<file path="src/rtl/bldc_pkg.sv">
// Shared constants for the BLDC driver: hall commutation sequence and table,
// plus small decode helpers used by the core and the quadrature counter.
package bldc_pkg;

  localparam int NUM_HALL_STATES = 6;

  typedef logic [2:0] hall_t;
  typedef logic [1:0] phase_t;

  localparam phase_t PHASE_A = 2'd0;
  localparam phase_t PHASE_B = 2'd1;
  localparam phase_t PHASE_C = 2'd2;

  typedef struct packed {
    phase_t src;
    phase_t snk;
  } comm_t;

  localparam logic [2:0] HALL_IDX_NONE = 3'd7;

  // Index 0 is the LSB entry; forward rotation walks indices upward.
  localparam hall_t [NUM_HALL_STATES-1:0] HALL_SEQ = {
    3'b001, 3'b011, 3'b010, 3'b110, 3'b100, 3'b101
  };

  localparam comm_t [NUM_HALL_STATES-1:0] COMM_TABLE = {
    PHASE_C, PHASE_B,
    PHASE_C, PHASE_A,
    PHASE_B, PHASE_A,
    PHASE_B, PHASE_C,
    PHASE_A, PHASE_C,
    PHASE_A, PHASE_B
  };

  function automatic logic [2:0] hallIndex(input hall_t h);
    logic [2:0] idx;
    idx = HALL_IDX_NONE;
    for (int i = 0; i < NUM_HALL_STATES; i++) begin
      if (HALL_SEQ[i] == h) idx = 3'(i);
    end
    return idx;
  endfunction

  function automatic logic [2:0] hallNextIdx(input logic [2:0] idx);
    return (idx == 3'(NUM_HALL_STATES - 1)) ? 3'd0 : idx + 3'd1;
  endfunction

  function automatic logic [2:0] hallPrevIdx(input logic [2:0] idx);
    return (idx == 3'd0) ? 3'(NUM_HALL_STATES - 1) : idx - 3'd1;
  endfunction

  function automatic comm_t commLookup(input logic [2:0] idx);
    comm_t c;
    c = COMM_TABLE[0];
    for (int i = 0; i < NUM_HALL_STATES; i++) begin
      if (3'(i) == idx) c = COMM_TABLE[i];
    end
    return c;
  endfunction

  function automatic logic [2:0] phaseMask(input phase_t p);
    return 3'b001 << p;
  endfunction

  // Gray-coded A/B mapped onto a 0..3 rotation position.
  function automatic logic [1:0] quadPhase(input logic [1:0] ab);
    return {ab[1], ab[1] ^ ab[0]};
  endfunction

endpackage

</file>
<file path="src/rtl/bldc_quad_counter.sv">
// x4 quadrature position counter on already-synchronized A/B inputs (bit 0 = A).
module bldc_quad_counter
  import bldc_pkg::*;
#(
  parameter int WIDTH = 15
) (
  input  logic             clk,
  input  logic             rst_n,
  input  logic [1:0]       quad_i,
  input  logic             clear_i,
  output logic [WIDTH-1:0] count_o
);

  logic [1:0]       quadPrev_q;
  logic [WIDTH-1:0] count_q, count_d;
  logic [1:0]       phaseStep;

  // A position difference of 2 means both bits flipped at once; it is dropped.
  always_comb begin
    phaseStep = quadPhase(quad_i) - quadPhase(quadPrev_q);
    count_d   = count_q;
    if (clear_i) begin
      count_d = '0;
    end else if (phaseStep == 2'd1) begin
      count_d = count_q + WIDTH'(1);
    end else if (phaseStep == 2'd3) begin
      count_d = count_q - WIDTH'(1);
    end
  end

  always_ff @(posedge clk or negedge rst_n) begin
    if (!rst_n) begin
      quadPrev_q <= 2'b00;
      count_q    <= '0;
    end else begin
      quadPrev_q <= quad_i;
      count_q    <= count_d;
    end
  end

  assign count_o = count_q;

endmodule

</file>
<file path="src/rtl/bldc_driver_core.sv">
// Six-step BLDC gate driver: soft-start PWM, hall commutation with dead time,
// hall fault latching, and hall/encoder position counters.
module bldc_driver_core
  import bldc_pkg::*;
#(
  parameter int PHASE_DRIVER_MAX_COUNTER = 'h3FE,
  parameter int MAX_DUTY_CYCLE           = 'h3FE,
  parameter int DUTY_CYCLE_STEP_RES      = 1,
  parameter int DEAD_TIME                = 8,
  parameter int ENCODER_COUNT_WIDTH      = 15,
  parameter int HALL_COUNT_WIDTH         = 7,
  localparam int DUTY_W = $clog2(MAX_DUTY_CYCLE + 1)
) (
  input  logic                           clk,
  input  logic                           rst_n,
  input  logic                           en,
  input  logic [DUTY_W-1:0]              duty_cycle,
  input  logic [2:0]                     hall,
  input  logic [1:0]                     enc,
  input  logic                           reset_enc_count,
  input  logic                           reset_hall_count,
  output logic [2:0]                     phaseH,
  output logic [2:0]                     phaseL,
  output logic [ENCODER_COUNT_WIDTH-1:0] enc_count,
  output logic [HALL_COUNT_WIDTH-1:0]    hall_count,
  output logic                           connected,
  output logic                           fault
);

  localparam int CNT_W     = (PHASE_DRIVER_MAX_COUNTER > 0) ? $clog2(PHASE_DRIVER_MAX_COUNTER + 1) : 1;
  localparam int DT_W      = (DEAD_TIME > 1) ? $clog2(DEAD_TIME) : 1;
  localparam int DEAD_LOAD = (DEAD_TIME > 0) ? DEAD_TIME - 1 : 0;
  localparam logic [DUTY_W-1:0] DUTY_LIMIT = DUTY_W'(MAX_DUTY_CYCLE);
  localparam logic [CNT_W-1:0]  CNT_LAST   = CNT_W'(PHASE_DRIVER_MAX_COUNTER);

  hall_t      hallMeta_q, hall_q, hallPrev_q;
  logic [1:0] encMeta_q, enc_q;

  logic [CNT_W-1:0]            pwmCnt_q, pwmCnt_d;
  logic [DUTY_W-1:0]           dutyApplied_q, dutyApplied_d;
  logic [DT_W-1:0]             deadCnt_q, deadCnt_d;
  logic                        fault_q, fault_d;
  logic [HALL_COUNT_WIDTH-1:0] hallCount_q, hallCount_d;

  logic              pwmWrap, pwmOn;
  logic [DUTY_W-1:0] dutyTarget;
  logic [2:0]        hallIdxCur, hallIdxPrev;
  logic              hallChanged, bothValid, stepFwd, stepRev, illegalStep;
  logic              blank, driveAllowed;
  comm_t             comm;

  always_ff @(posedge clk or negedge rst_n) begin
    if (!rst_n) begin
      hallMeta_q <= 3'b111;
      hall_q     <= 3'b111;
      encMeta_q  <= 2'b00;
      enc_q      <= 2'b00;
    end else begin
      hallMeta_q <= hall;
      hall_q     <= hallMeta_q;
      encMeta_q  <= enc;
      enc_q      <= encMeta_q;
    end
  end

  // Soft start: duty climbs by one step per PWM period but falls to a lower
  // command in a single period, and is forced to zero whenever the drive is off.
  always_comb begin
    pwmWrap       = (pwmCnt_q == CNT_LAST);
    pwmCnt_d      = pwmWrap ? '0 : pwmCnt_q + CNT_W'(1);
    dutyTarget    = (duty_cycle > DUTY_LIMIT) ? DUTY_LIMIT : duty_cycle;
    dutyApplied_d = dutyApplied_q;
    if (!en) begin
      dutyApplied_d = '0;
    end else if (pwmWrap) begin
      if (dutyTarget <= dutyApplied_q) begin
        dutyApplied_d = dutyTarget;
      end else if (32'(dutyTarget - dutyApplied_q) > 32'(DUTY_CYCLE_STEP_RES)) begin
        dutyApplied_d = dutyApplied_q + DUTY_W'(DUTY_CYCLE_STEP_RES);
      end else begin
        dutyApplied_d = dutyTarget;
      end
    end
  end

  assign pwmOn = 32'(pwmCnt_q) < 32'(dutyApplied_q);

  always_comb begin
    hallIdxCur  = hallIndex(hall_q);
    hallIdxPrev = hallIndex(hallPrev_q);
    hallChanged = (hall_q != hallPrev_q);
    bothValid   = (hallIdxCur != HALL_IDX_NONE) && (hallIdxPrev != HALL_IDX_NONE);
    stepFwd     = hallChanged && bothValid && (hallIdxCur == hallNextIdx(hallIdxPrev));
    stepRev     = hallChanged && bothValid && (hallIdxCur == hallPrevIdx(hallIdxPrev));
    illegalStep = hallChanged && bothValid && !stepFwd && !stepRev;
  end

  // Dead time starts in the very cycle the change is seen, so the loaded
  // value is one short of the full blanking length.
  always_comb begin
    deadCnt_d = deadCnt_q;
    if (hallChanged) begin
      deadCnt_d = DT_W'(DEAD_LOAD);
    end else if (deadCnt_q != '0) begin
      deadCnt_d = deadCnt_q - DT_W'(1);
    end
  end

  always_comb begin
    fault_d = fault_q;
    if (!en) begin
      fault_d = 1'b0;
    end else if ((hall_q == 3'b000) || illegalStep) begin
      fault_d = 1'b1;
    end
  end

  always_comb begin
    hallCount_d = hallCount_q;
    if (reset_hall_count) begin
      hallCount_d = '0;
    end else if (stepFwd) begin
      hallCount_d = hallCount_q + HALL_COUNT_WIDTH'(1);
    end else if (stepRev) begin
      hallCount_d = hallCount_q - HALL_COUNT_WIDTH'(1);
    end
  end

  always_ff @(posedge clk or negedge rst_n) begin
    if (!rst_n) begin
      hallPrev_q    <= 3'b111;
      pwmCnt_q      <= '0;
      dutyApplied_q <= '0;
      deadCnt_q     <= '0;
      fault_q       <= 1'b0;
      hallCount_q   <= '0;
    end else begin
      hallPrev_q    <= hall_q;
      pwmCnt_q      <= pwmCnt_d;
      dutyApplied_q <= dutyApplied_d;
      deadCnt_q     <= deadCnt_d;
      fault_q       <= fault_d;
      hallCount_q   <= hallCount_d;
    end
  end

  // Source and sink are always distinct phases, so high and low sides of one
  // leg can never be enabled together.
  always_comb begin
    comm         = commLookup(hallIdxCur);
    blank        = (DEAD_TIME > 0) && (hallChanged || (deadCnt_q != '0));
    driveAllowed = en && !fault_q && connected && !blank && (hallIdxCur != HALL_IDX_NONE);
    phaseH       = 3'b000;
    phaseL       = 3'b000;
    if (driveAllowed) begin
      phaseL = phaseMask(comm.snk);
      if (pwmOn) phaseH = phaseMask(comm.src);
    end
  end

  assign connected  = (hall_q != 3'b111);
  assign fault      = fault_q;
  assign hall_count = hallCount_q;

  bldc_quad_counter #(
    .WIDTH(ENCODER_COUNT_WIDTH)
  ) u_quad_counter (
    .clk    (clk),
    .rst_n  (rst_n),
    .quad_i (enc_q),
    .clear_i(reset_enc_count),
    .count_o(enc_count)
  );

endmodule

</file>
<file path="config.mk">
export PLATFORM = sky130hd
export DESIGN_NAME = bldc_driver_core
export DESIGN_NICKNAME = d
export VERILOG_FILES = /design/src/rtl/bldc_pkg.sv /design/src/rtl/bldc_quad_counter.sv /design/src/rtl/bldc_driver_core.sv
export SDC_FILE = /design/constraint.sdc
export NUM_CORES = 1
export LEC_CHECK = 0
export ABC_CLOCK_PERIOD_IN_PS = 5280
export BUFFER_PORTS_ARGS = -buffer_cell sky130_fd_sc_hd__buf_2
export CAP_MARGIN = 20
export CORE_ASPECT_RATIO = 0.75
export CORE_MARGIN = 2
export CORE_UTILIZATION = 35
export CTS_CLUSTER_DIAMETER = 100
export DETAILED_ROUTE_END_ITERATION = 6
export GPL_TIMING_DRIVEN = 0
export HOLD_SLACK_MARGIN = 0.03
export SLEW_MARGIN = 25
export SYNTH_ARGS = -nofsm -noshare
export SYNTH_HDL_FRONTEND = slang
export SYNTH_HIERARCHICAL = 1
export SYNTH_SLANG_ARGS = --single-unit
export TNS_END_PERCENT = 20
</file>
<file path="constraint.sdc">
create_clock -name clk -period 5.28 [get_ports clk]
set_input_delay 0 -clock clk [delete_from_list [all_inputs] [get_ports clk]]
set_output_delay 0 -clock clk [all_outputs]
set_load 0.02 [all_outputs]
</file>
; ---- Word-level counts from Yosys, hierarchy flattened
; Index checks and enable logic that the tools add are counted.
[totals]
regBits = 61
in_bits = 20
out_inout_bits = 30
word_cells = 120
[classes]
addsub = 11
order_cmp = 4
n_eq_ne = 29
n_shift = 2
mux = 38
bitwise_logic = 2
reduce_logical = 22
[op_table]
columns = operator, n
row1 = 2-to-1 mux 3 bit, 21
row2 = 2-to-1 mux 10 bit, 6
row3 = 2-to-1 mux 15 bit, 3
row4 = "greater-than comparator 32 x 1 -> 1 bit, second input constant", 1
row5 = "== test 3 bit, first input constant", 8
row6 = 2-to-1 mux 7 bit, 3
row7 = "adder 10 x 1 -> 10 bit, second input constant", 2
row8 = "== test 2 x 3 -> 1 bit, first input constant", 6
row9 = "adder 15 x 1 -> 15 bit, second input constant", 1
row10 = "subtractor 15 x 1 -> 15 bit, second input constant", 1
row11 = subtractor 10 x 10 -> 11 bit, 1
row12 = "== test 10 bit, second input constant", 1
row13 = "greater-than comparator 10 bit, second input constant", 1
row14 = <= comparator 10 bit, 1
row15 = logical AND 1 bit, 10
row16 = less-than comparator 10 bit, 1
row17 = "== test 1 x 3 -> 1 bit, first input constant", 3
row18 = "!= test 3 bit, second input constant", 3
row19 = nonzero test 3 bit, 3
row20 = 2-to-1 mux 4 bit, 2
row21 = "adder 7 x 1 -> 7 bit, second input constant", 1
row22 = "subtractor 7 x 1 -> 7 bit, second input constant", 1
row23 = == test 3 bit, 2
row24 = zero test 3 bit, 2
row25 = other kinds (15), 24

; ---- Depth between registers and ports, before layout
[depth]
depth_word = 17
mapped_depth = 18
ltp_nobuf = 17

; ---- Cells and area by module
; The synthesis kept the hierarchy.
[modules_own_cells]
columns = mod, instances, cells_each, area_per_inst_um2, seq_area_each_um2
row1 = bldc_driver_core, 1, 379, 3455.8, 1112.3
row2 = bldc_quad_counter, 1, 151, 1371.3, 425.4

; ---- Worst setup path after synthesis
; OpenSTA, ideal clock, no wires.
[synth_timing]
kind = register to register
from = reg hallPrev_q[0]
to = reg hallCount_q[6] (netlist: hall_count[6])
setup_ns = 0.128
arrival_time_ns = 3.518
required_time_ns = 5.152
slack_ns = 1.634
path_stages_with_launch = 18
n_path_buf = 1
period_less_slack_ns = 3.646
path_cell_list = dfstp_2 -> buf_2 -> and2b_1 -> a21oi_1 -> ha_1 -> mux2i_1 -> a221oi_1 -> a31oi_2 -> nand2_1 -> ha_1 -> nor2b_1 -> o21ai_0 -> nand2b_1 -> a21o_1 -> a21oi_1 -> nand3_1 -> o21ai_1 -> mux2_1
[synth_via]
elab_chain_len = 13
elab_cells_between_ends = 29
classes_between = add/sub: 2 / eq/ne: 11 / mux: 10 / reduce/logical: 6
[synth_rtl]
columns = element, line
row1 = from (decl), bldc_driver_core.sv:36  ; hall_t hallMeta_q, hall_q, hallPrev_q;
row2 = from (signal assigned), bldc_driver_core.sv:138  ; hallPrev_q <= hall_q;
row3 = == test 3 bit, bldc_pkg.sv:39  ; if (HALL_SEQ[i] == h) idx = 3'(i);
row4 = 2-to-1 mux 3 bit (6 in series), bldc_pkg.sv:39
row5 = adder 3 x 1 -> 3 bit (tied with other cells), bldc_pkg.sv:45  ; return (idx == 3'(NUM_HALL_STATES - 1)) ? 3'd0 : idx + 3'd1;
row6 = 2-to-1 mux 3 bit / logical AND 1 bit (equally long branches), "bldc_pkg.sv:45, bldc_driver_core.sv:92"
row7 = == test 3 bit / logical AND 1 bit (equally long branches), "bldc_driver_core.sv:93, bldc_driver_core.sv:94"
row8 = logical AND 1 bit, bldc_driver_core.sv:93  ; stepFwd = hallChanged && bothValid && (hallIdxCur == hallNextIdx(hallIdxPrev));
row9 = 2-to-1 mux 7 bit, bldc_driver_core.sv:122  ; end else if (stepFwd) begin
row10 = 2-to-1 mux 7 bit, bldc_driver_core.sv:120  ; if (reset_hall_count) begin
row11 = to (signal assigned), bldc_driver_core.sv:143  ; hallCount_q <= hallCount_d;
row12 = to (decl), bldc_driver_core.sv:43  ; logic [HALL_COUNT_WIDTH-1:0] hallCount_q, hallCount_d;
; Several ways; a longest one is shown, not always the timed one.
; A chain may end at the register's enable or synchronous reset.

; ---- Worst setup path after layout
; Same ends and word-level chain as after synthesis.

==> impl_metrics.toml <==
[worst_setup_path]
cp.required_ns = 5.49
cp_top_family = "compound AO/OA/AOI/OAI gates"
crit_chain = "buf_2 > and2b_1 > a21oi_1 > ha_1 > mux2i_1 > a221oi_1 > a31oi_2 > nand2_1 > ha_1 > nor2b_1 > o21ai_0 > nand2b_1 > a21o_1 > a21oi_1 > nand3_1 > o21ai_1 > mux2_1"
crit_buf_inv = 1
path_max_fanout = 10
crit_arrival_ns = 4.31
crit_slowest_cell = "dfstp_2"
critPathKind = "reg2reg"
end_kind = "register"
start_kind = "register"
cpPeakStageDelay_ns = 0.50

[timing]
final_hold_viol_count = 0
relSlewSlack_pct = 56.2
skew_ns = 0.0106
fmax_ghz = 0.244
finalWorstPathRequiredPeriod_ns = 4.10
fin_crit_sh_pct = 77.6
slew_viol_final = 0
rsz0062_at_grt = "no"
setup_viol = 0
tns_ns = 0
worstMarginPinSlew_ns = 0.656
worst_slack_ns = 1.18

[clocking]
root_buffer = "clkbuf_16"
htreeDepth = 3
path_clk_slew_ns = 0.06
worstSkewPairLatency_ns = 0.34
clock_sinks = 61
cts_tree = "yes"
tritoncts.num_buffers = 9
cts_buffer_depth = 2
cts_resized = 0

[yosys]
yosys-top-cells-count = "nor2_1, dfrtp_1, ha_1, nand2_1, inv_1"
synthCells = 530
synth-main-ff-cell = "dfrtp_1"
synth_seq_cells = 61
ys_async_sr_fraction_pct = 100
synth_area_leaders = "dfrtp_1, ha_1, dfstp_2"
synth_top_area_cell = "dfrtp_1"
synthDominantCellAreaShare_pct = 27.0
synthDistinctLibCells = 80
synth_area_per_cell_um2 = 9.11
yosysWarnings = 6
synth_fp_nets = 599
synth_edf_count = 0
syn_area_mm2 = 0.00483
ys_seq_area_share_pct = 31.9
synth_most_common_cell = "nor2_1"

[drt]
viasPerCell = 5.37
remaining_drc_errors = 0
routed_wl_um = 11600
routedWlPerCell_um = 14.8
ant_nets = 0
drt-pass1-iter-count = 7
vias = 4209
first_iter_violations = 222

[cells_and_area]
multi_input_area_mm2 = 0.00304
fin_area_mm2 = 0.00576
nets = 673
regArea_mm2 = 0.00154
n_fill_cell = 1359
drive_above_1_share_pct = 18.2
syn_to_final_growth_pct = 19.3
antenna_cells = 0

[pwr]
ir_drop_mv = 0.259
p_int_uw = 1320
p_clk_share_pct = 27.6
sw_frac_of_total_pct = 38.9
leakage_uw = 0.00256
combPwrFrac_pct = 45.1
p_per_area_mw_per_mm2 = 374
netSwitchingPower_uw = 839
pwr-share-seq_pct = 27.3

[die]
die_area_mm2 = 0.0148
pin_count = 50
die_y_um = 106
core_mm2 = 0.0136
die_x_um = 140
start_util_pct = 35.5
fp-row-count = 37

[place]
postPlaceCellArea_mm2 = 0.00532
place_ws_ns = 1.23
dp_hpwl_um = 8720
routabilityCongestion = 0.873
port_buffers = 48

[grt]
grt_use_total_pct = 16.4
grt_pass1_wl_um = 19900
grt_pass1_vias = 4140
grt_max_degree = 50
antenna_found_initial = 0
overflow = 0

[worst_hold_path]
min_path_type = "in2async"

[outcome]
status = "completed"

[job]
drv_cap = 0
## flip-flops by register name, indices dropped and copies added (netlist names)
name	cells
u_quad_counter/count_o	15
hallMeta_q	3
pwmCnt_q	10
fault	1
hall_q	3
encMeta_q	2
hall_count	7
dutyApplied_q	10
u_quad_counter/quadPrev_q	2
deadCnt_q	3
hallPrev_q	3
enc_q	2
## final cells by class
type / count / area share [%]
well taps: 175 / 3.80
flip-flops and latches: 61 / 26.7
inverters: 27 / 1.85
clock buffers: 11 / 4.21
multi-input cells: 417 / 52.7
plain buffers: 25 / 2.56
repair buffers: 63 / 7.12
clock inverters: 5 / 1.06
## cells in the final DEF, fill, tap and decap left out, types with 3 or more instances in the layout
cell type      Yosys  routed
fa_1               3       3
a2111oi_0          3       3
clkbuf_8           3       4
nand2b_1           5       5
clkbuf_1          14      15
or3_1              7       7
dlygate4sd3_1      0      14
nor2b_1            7       7
inv_1             24      24
nor2_1            58      58
nand2_1           43      43
ha_1              46      46
and3_1             5       5
buf_2              4      51
nor3_1            15      15
o21ai_0           20      20
and4_1             5       5
clkinvlp_4         0       3
a21o_1            12      12
o31ai_1            4       4
xor2_1            19      19
nand3_1           20      20
dfrtp_1           52      52
nand3b_1           3       3
o21ai_1            3       3
a22o_1             3       3
a31oi_1            8       8
o21a_1             4       4
dfstp_2            9       9
mux2i_1           13      13
xnor2_1           14      14
a21oi_1           22      22
nand4_1           11      11
clkbuf_16          0       9
o211ai_1           5       5
o311ai_1           5       5
## worst register-to-register path, delay by kind of cell (launching register included)
| kind | cells | cell delay, ns |
|---|---|---|
| adders and majority gates | 2 | 0.71 |
| AOI/OAI and AO/OA | 7 | 1.23 |
| buffers and inverters | 1 | 0.18 |
| and+or+nand+nor | 5 | 0.83 |
| muxes | 2 | 0.51 |
| DFF | 1 | 0.50 |
## cell families (layout without fill, tap and decap cells)
family	count (synthesis)	after routing	share of synthesized area (%)
DFF	61	61	31.9
buffers and inverters	52	131	5.26
muxes	15	15	3.16
and+or+nand+nor	199	199	21.5
AOI/OAI and AO/OA	121	121	19.0
xor gates and xnor gates	33	33	5.99
adders and majority gates	49	49	13.2
## final timing paths
kind,start,endpoint,slack (ns),cells past startpoint
worst max-delay path,hallPrev_q[0],hall_count[6],1.18,17
worst min-delay path,rst_n,hall_count[2],0.04,2
worst max register to register,hallPrev_q[0],hall_count[6],1.18,17
worst min register to register,encMeta_q[1],enc_q[1],0.35,0
max in group asynchronous,rst_n,hallPrev_q[0],4.67,3
min in group clk,reset_hall_count,hall_count[2],0.05,2
## metrics by stage
step	cells	hold WS (ns)	util [%]	power, uW
3_5_place_dp	754	-0.131	39.1	1550
3_3_place_gp	753	0.109	38.8	1530
5_1_grt	784	0.0612	42.3	2320
2_1_floorplan	530	-0.296	-	1330
6_report	784	0.0442	42.3	2160
4_1_cts	784	0.0340	42.3	2170
## power groups by stage
stage / combinational, uW / sequential, uW / clock (uW)
3_3_place_gp: 931 / 595 / 0
6_report: 972 / 590 / 596
2_1_floorplan: 675 / 654 / 0
4_1_cts: 967 / 590 / 608
5_1_grt: 1080 / 600 / 633
3_5_place_dp: 950 / 596 / 0
## metal layers
| layer | track usage, % | part of all wire, % |
|---|---|---|
| met4 | 4.64 | 1.3 |
| met1 | 23.2 | 50 |
| met2 | 25.0 | 43 |
| met5 | 0 | 0 |
| met3 | 3.95 | 5.3 |
## repair_timing
action / CTS / global route
hold buffers: 14 / 0
setup buffers: 0 / 0
hold endpoints to repair: 64 / 0
Note: power is estimated with default switching activity, not from simulation.
